File: config.mk
export PLATFORM = sky130hd
export DESIGN_NAME = multi_div_8bit
export DESIGN_NICKNAME = d
export VERILOG_FILES = /design/src/rtl/multi_div_8bit.sv
export SDC_FILE = /design/constraint.sdc
export NUM_CORES = 1
export LEC_CHECK = 0
export ABC_AREA = 0
export CELL_PAD_IN_SITES_DETAIL_PLACEMENT = 1
export CELL_PAD_IN_SITES_GLOBAL_PLACEMENT = 1
export CORE_ASPECT_RATIO = 0.6
export CORE_MARGIN = 4
export CORE_UTILIZATION = 44
export DETAILED_ROUTE_END_ITERATION = 10
export HOLD_SLACK_MARGIN = 0.02
export MAX_ROUTING_LAYER = met4
export PLACE_DENSITY = 0.93
export SLEW_MARGIN = 20
export SYNTH_ARGS = -nofsm -noshare
export SYNTH_HDL_FRONTEND = slang
export SYNTH_SLANG_ARGS = --single-unit
export TNS_END_PERCENT = 100
File: constraint.sdc
create_clock -name clk -period 2.9 [get_ports clk]
set_input_delay 0.29 -clock clk [delete_from_list [all_inputs] [get_ports clk]]
set_output_delay 0.29 -clock clk [all_outputs]
set_load 0.05 [all_outputs]
File: src/rtl/multi_div_8bit.sv
`default_nettype none
// ============================================================================
//  Module   : multi_div_8bit
//  Brief    : Sequential signed 8-bit restoring divider, one quotient bit per
//             clock, with start/ready handshake and div-by-zero/overflow flags.
//  Revision : 1.0  initial release
// ============================================================================
module multi_div_8bit (
    input  logic       clk,
    input  logic       reset,
    input  logic       start,
    input  logic [7:0] a,
    input  logic [7:0] b,
    output logic [7:0] q,
    output logic [7:0] r,
    output logic       rdy,
    output logic       busy,
    output logic       dz,
    output logic       ovf
);

    typedef enum logic [1:0] {
        S_IDLE = 2'd0,
        S_CALC = 2'd1,
        S_FIX  = 2'd2,
        S_DONE = 2'd3
    } state_t;

    state_t     r_state;
    logic       r_sign_q;
    logic       r_sign_r;
    logic       r_ovf_case;
    logic [7:0] r_dvd;      // dividend magnitude, becomes quotient magnitude
    logic [7:0] r_bmag;
    logic [8:0] r_rem;
    logic [2:0] r_cnt;

    logic [7:0] w_amag;
    logic [7:0] w_bmag;
    logic [9:0] w_shift;
    logic [9:0] w_trial;
    logic       w_ge;
    logic [7:0] w_qsgn;
    logic [7:0] w_rsgn;
    logic       w_accept;

    assign w_amag   = a[7] ? (8'd0 - a) : a;
    assign w_bmag   = b[7] ? (8'd0 - b) : b;
    assign w_shift  = {r_rem, r_dvd[7]};
    assign w_trial  = w_shift - {2'b00, r_bmag};
    assign w_ge     = ~w_trial[9];
    assign w_qsgn   = r_sign_q ? (8'd0 - r_dvd) : r_dvd;
    assign w_rsgn   = r_sign_r ? (8'd0 - r_rem[7:0]) : r_rem[7:0];
    assign w_accept = start && ((r_state == S_IDLE) || (r_state == S_DONE));

    always_ff @(posedge clk or negedge reset) begin
        if (!reset) begin
            r_state    <= S_IDLE;
            r_sign_q   <= 1'b0;
            r_sign_r   <= 1'b0;
            r_ovf_case <= 1'b0;
            r_dvd      <= 8'd0;
            r_bmag     <= 8'd0;
            r_rem      <= 9'd0;
            r_cnt      <= 3'd0;
            q          <= 8'd0;
            r          <= 8'd0;
            rdy        <= 1'b0;
            busy       <= 1'b0;
            dz         <= 1'b0;
            ovf        <= 1'b0;
        end else begin
            case (r_state)
                S_IDLE, S_DONE: begin
                    if (w_accept) begin
                        rdy        <= 1'b0;
                        dz         <= 1'b0;
                        ovf        <= 1'b0;
                        r_sign_q   <= a[7] ^ b[7];
                        r_sign_r   <= a[7];
                        r_ovf_case <= (a == 8'h80) && (b == 8'hFF);
                        r_dvd      <= w_amag;
                        r_bmag     <= w_bmag;
                        r_rem      <= 9'd0;
                        r_cnt      <= 3'd0;
                        if (b == 8'd0) begin
                            // Zero divisor resolves at the accept edge itself.
                            q       <= 8'hFF;
                            r       <= a;
                            dz      <= 1'b1;
                            rdy     <= 1'b1;
                            busy    <= 1'b0;
                            r_state <= S_DONE;
                        end else begin
                            busy    <= 1'b1;
                            r_state <= S_CALC;
                        end
                    end
                end
                S_CALC: begin
                    r_rem <= w_ge ? w_trial[8:0] : w_shift[8:0];
                    r_dvd <= {r_dvd[6:0], w_ge};
                    r_cnt <= r_cnt + 3'd1;
                    if (r_cnt == 3'd7) begin
                        r_state <= S_FIX;
                    end
                end
                S_FIX: begin
                    if (r_ovf_case) begin
                        q   <= 8'h80;
                        r   <= 8'd0;
                        ovf <= 1'b1;
                    end else begin
                        q <= w_qsgn;
                        r <= w_rsgn;
                    end
                    rdy     <= 1'b1;
                    busy    <= 1'b0;
                    r_state <= S_DONE;
                end
                default: r_state <= S_IDLE;
            endcase
        end
    end

endmodule
`default_nettype wire
==> run summary <==
=================================================================================================================
Result of the run                                                                                    complete, no violations
Top cells by area, synth                                                                             sky130_fd_sc_hd__dfrtp_1 39%, sky130_fd_sc_hd__ha_1 6.6%, sky130_fd_sc_hd__nand2_1 4.9%, sky130_fd_sc_hd__xnor2_1 3.8%, sky130_fd_sc_hd__o21ai_0 3.6%
H-tree depth                                                                                                    2
Clk sinks                                                                                                      53
Kind of critical path                                                                                flip-flop to flip-flop
Slew HR                                                                                                     55.5%
Crit path buf inv count                                                                                         1
Number of max-cap violations                                                                                    0
Initial DRT Pass Iterations                                                                                     4
CP max stage delay                                                                                         380 ps
Kind of launch point of the worst setup path                                                            flip-flop
Most frequent cells in the layout                                                                    53 x sky130_fd_sc_hd__dfrtp_1, 45 x sky130_fd_sc_hd__nand2_1, 37 x sky130_fd_sc_hd__clkdlybuf4s50_1
Number of CTS-inserted buffers                                                                                  5
Floorplan die area                                                                                       9330 um2
Setup repair after global routing missed its margin                                                            no
Arrival time at the worst endpoint                                                                        2500 ps
Clock transition at path regs                                                                               70 ps
CP max-delay cell                                                                                    sky130_fd_sc_hd__xnor2_4
# Post-CTS Setup Buffers                                                                                        0
Sum of net half-perimeters after detailed placement                                                       7560 um
Number of antenna-violating nets in the routed design                                                           0
Setup clock skew after layout                                                                             4.39 ps
Area taken by multi-input logic gates                                                                    1920 um2
Worst path required time                                                                                  3080 ps
Post-synthesis net count                                                                                      410
Most common cell after layout, fill and taps aside                                                   sky130_fd_sc_hd__dfrtp_1
Antenna Diode Count                                                                                             0
Final hold slack                                                                                          18.9 ps
Number of standard cells after synthesis                                                                      372
Effective utilization at floorplan                                                                          46.3%
Number of buffers on the longest clock path                                                                     2
Count of flip-flops with a built-in enable after synthesis                                                      0
Power per unit of standard cell area                                                                  1310 nW/um2
Compound-cell area share of the yosys netlist                                                               21.4%
Mean number of vias per cell                                                                                 5.75
Relative area change from synthesis to final layout                                                         17.3%
CTS tree                                                                                                      yes
Post-Syn Area                                                                                            3430 um2
Number of flip-flops and latches in the synthesized netlist                                                    53
Cell total after placement                                                                                    500
Yosys warns                                                                                                     0
Slew Viols, Final                                                                                               0
Final weighted congestion in routability-driven placement                                                   0.848
Number of library cell types mapped by synthesis                                                               57
Largest family of logic cells by synthesized area                                                    compound AO/OA/AOI/OAI gates
XOR/XNOR Fraction of Synth Area                                                                             7.94%
Total wire length after detailed routing                                                                  9830 um
Worst-case setup slack after placement                                                                     355 ps
Via count                                                                                                   2,920
Final Hold Violating Endpoints                                                                                  0
Core outline area                                                                                        7420 um2
Sequential cell area in the final layout                                                                 1330 um2
Library cell with the largest summed area after synthesis                                            sky130_fd_sc_hd__dfrtp_1
Shortest period the worst path allows                                                                     2320 ps
Area fraction of the dominant cell type after synthesis                                                     38.6%
Chip Height                                                                                               76.4 um
Number of fill cells                                                                                          864
Largest delay share family, worst path                                                               compound AO/OA/AOI/OAI gates
Top-Level Pins                                                                                                 39
Leakage power of the design                                                                               1.71 nW
Setup TNS                                                                                                    0 ps
Vias in the first global route                                                                              3,180
GRT Residual Overflow                                                                                           0
Die width                                                                                                  122 um
Mean routed wirelength per cell                                                                           19.4 um
Arithmetic-cell share of the synthesized area counting full adders, half adders and majority gates          7.14%
Critical path capture point type                                                                        flip-flop
Number of setup violations in the final report                                                                  0
Maximum clock frequency                                                                                 0.430 GHz
Cell at the root of the clock tree                                                                   sky130_fd_sc_hd__clkbuf_16
Largest net degree at the start of global routing                                                              32
Hold_buf cts                                                                                                    0
Number of DRC markers after the initial detailed-route iteration                                              189
Clock latency on the worst-skew pair                                                                       300 ps
Path type of the worst min-delay path                                                                primary input to async pin
Overall track demand over capacity in global routing                                                        23.3%
Worst vdd ir                                                                                               686 uV
Highest net fanout along the worst path                                                                        10
Transition time of the tightest slew-check pin                                                             668 ps
Number of cell rows                                                                                            24
First-pass GRT wire length                                                                              16,500 um
PortBufs                                                                                                       38
Crit path setup slack, layout                                                                              575 ps
Main synth FF type                                                                                   sky130_fd_sc_hd__dfrtp_1
Net total in the final layout                                                                                 441
Fraction of layout cells with a size suffix above 1                                                         7.67%
Share of flip-flops with an asynchronous set or reset after synthesis                                        100%
Per-instance average area after synthesis                                                                9.23 um2
Count of placed standard cells in the final layout, fillers left out                                          508
CTS resizes                                                                                                     0
Multiplexer share of the synthesized area                                                                   3.90%
Number of antenna violations at the first check in global routing                                               0
Series of cell instances along the critical path                                                     inv_1, ha_1, a211oi_2, nand4_1, a2bb2oi_4, xnor2_4, mux2i_1, o21ai_1
Synthesized-area fraction occupied by and/or/nand/nor cells                                                 15.6%
Residual DRC                                                                                                    0
Final Cycle Share                                                                                           80.2%
Post-synthesis sequential area ratio                                                                        38.6%
Design Power                                                                                              5.26 mW
=================================================================================================================
synth_stat cells, types with 2 or more instances:
cell type,instances
sky130_fd_sc_hd__dfrtp_1,53
sky130_fd_sc_hd__nand2_1,45
sky130_fd_sc_hd__o21ai_0,25
sky130_fd_sc_hd__nor2_1,24
sky130_fd_sc_hd__inv_1,23
sky130_fd_sc_hd__ha_1,18
sky130_fd_sc_hd__a21oi_1,16
sky130_fd_sc_hd__xnor2_1,15
sky130_fd_sc_hd__xor2_1,13
sky130_fd_sc_hd__clkbuf_1,11
sky130_fd_sc_hd__mux2i_1,10
sky130_fd_sc_hd__nor3_1,9
sky130_fd_sc_hd__a22oi_1,8
sky130_fd_sc_hd__o21a_1,8
sky130_fd_sc_hd__o31ai_1,8
sky130_fd_sc_hd__o211ai_1,6
sky130_fd_sc_hd__o21ai_1,5
sky130_fd_sc_hd__a21oi_2,4
sky130_fd_sc_hd__nand2b_1,4
sky130_fd_sc_hd__nor2b_1,4
sky130_fd_sc_hd__nor4_1,4
sky130_fd_sc_hd__a21o_1,3
sky130_fd_sc_hd__a22o_1,3
sky130_fd_sc_hd__and3_1,3
sky130_fd_sc_hd__mux2_2,3
sky130_fd_sc_hd__nand3_1,3
sky130_fd_sc_hd__nand4_1,3
sky130_fd_sc_hd__o41ai_1,3
sky130_fd_sc_hd__or3_1,3
sky130_fd_sc_hd__a21boi_0,2
sky130_fd_sc_hd__a31oi_1,2
sky130_fd_sc_hd__a31oi_2,2
sky130_fd_sc_hd__and2_1,2
sky130_fd_sc_hd__buf_1,2
sky130_fd_sc_hd__buf_6,2
sky130_fd_sc_hd__o22ai_1,2
worst paths after layout:
kind | startpoint | to | slack [ps] | cells after the start
setup / recovery | r_bmag[6] | r_rem[1] | 580 | 8
hold / removal | reset | r_rem[7] | 20 | 1
setup reg to reg | r_bmag[6] | r_rem[1] | 580 | 8
hold reg to reg | r_bmag[2] | r_bmag[2] | 490 | 2
max in group asynchronous | reset | r_sign_r | 2080 | 2
min in group clk | r_bmag[2] | r_bmag[2] | 490 | 2
stage by stage:
step / utilization [%] / cell area, um2
after floorplan: - / 3430
after global placement: 52.2 / 3870
after detailed placement: 52.2 / 3870
after CTS: 54.3 / 4030
after global routing: 54.3 / 4030
final: 54.3 / 4030
cells by family after synthesis:
logic type	count (synthesis)
AO/OA/AOI/OAI	106
flip-flops	53
adder cells (fa/ha/maj)	19
buffers and inverters	41
multiplexers	13
AND/OR/NAND/NOR	111
XOR/XNOR	29
where the power goes:
| group | switching [mW] | internal (mW) | total (mW) |
|---|---|---|---|
| Clock | 0.276 | 0.366 | 0.642 |
| Sequential | 0.318 | 1.04 | 1.36 |
| Combinational | 1.96 | 1.30 | 3.26 |
layout make-up:
cell class / count / area share [%]
clock buffers: 7 / 3.79
repair buffers: 42 / 10.1
flip-flops and latches: 53 / 32.9
inverters: 23 / 2.14
well taps: 104 / 3.23
clock inverters: 1 / 0.124
multi-input cells: 278 / 47.7
worst reg2reg max path, stage by stage (launching register included):
cell	delay, ps
sky130_fd_sc_hd__dfrtp_1	360
sky130_fd_sc_hd__inv_1	90
sky130_fd_sc_hd__ha_1	370
sky130_fd_sc_hd__a211oi_2	220
sky130_fd_sc_hd__nand4_1	190
sky130_fd_sc_hd__a2bb2oi_4	200
sky130_fd_sc_hd__xnor2_4	380
sky130_fd_sc_hd__mux2i_1	290
sky130_fd_sc_hd__o21ai_1	80
state kept, by name, indices dropped and copies added (netlist names), 2 cells and up:
signal	flops
q	8
r	8
r_bmag	8
r_cnt	3
r_dvd	8
r_rem	9
r_state	2
metal layers:
metal	vias up	track usage, %	share of wire [%]	wire, um
met2	78	35.0	45	4410
met1	1465	32.9	49	4780
met3	12	3.78	5.2	513
met5	-	-	0	0
li1	1365	-	-	-
met4	0	5.59	1.3	125
(Power assumes the default switching activity.)
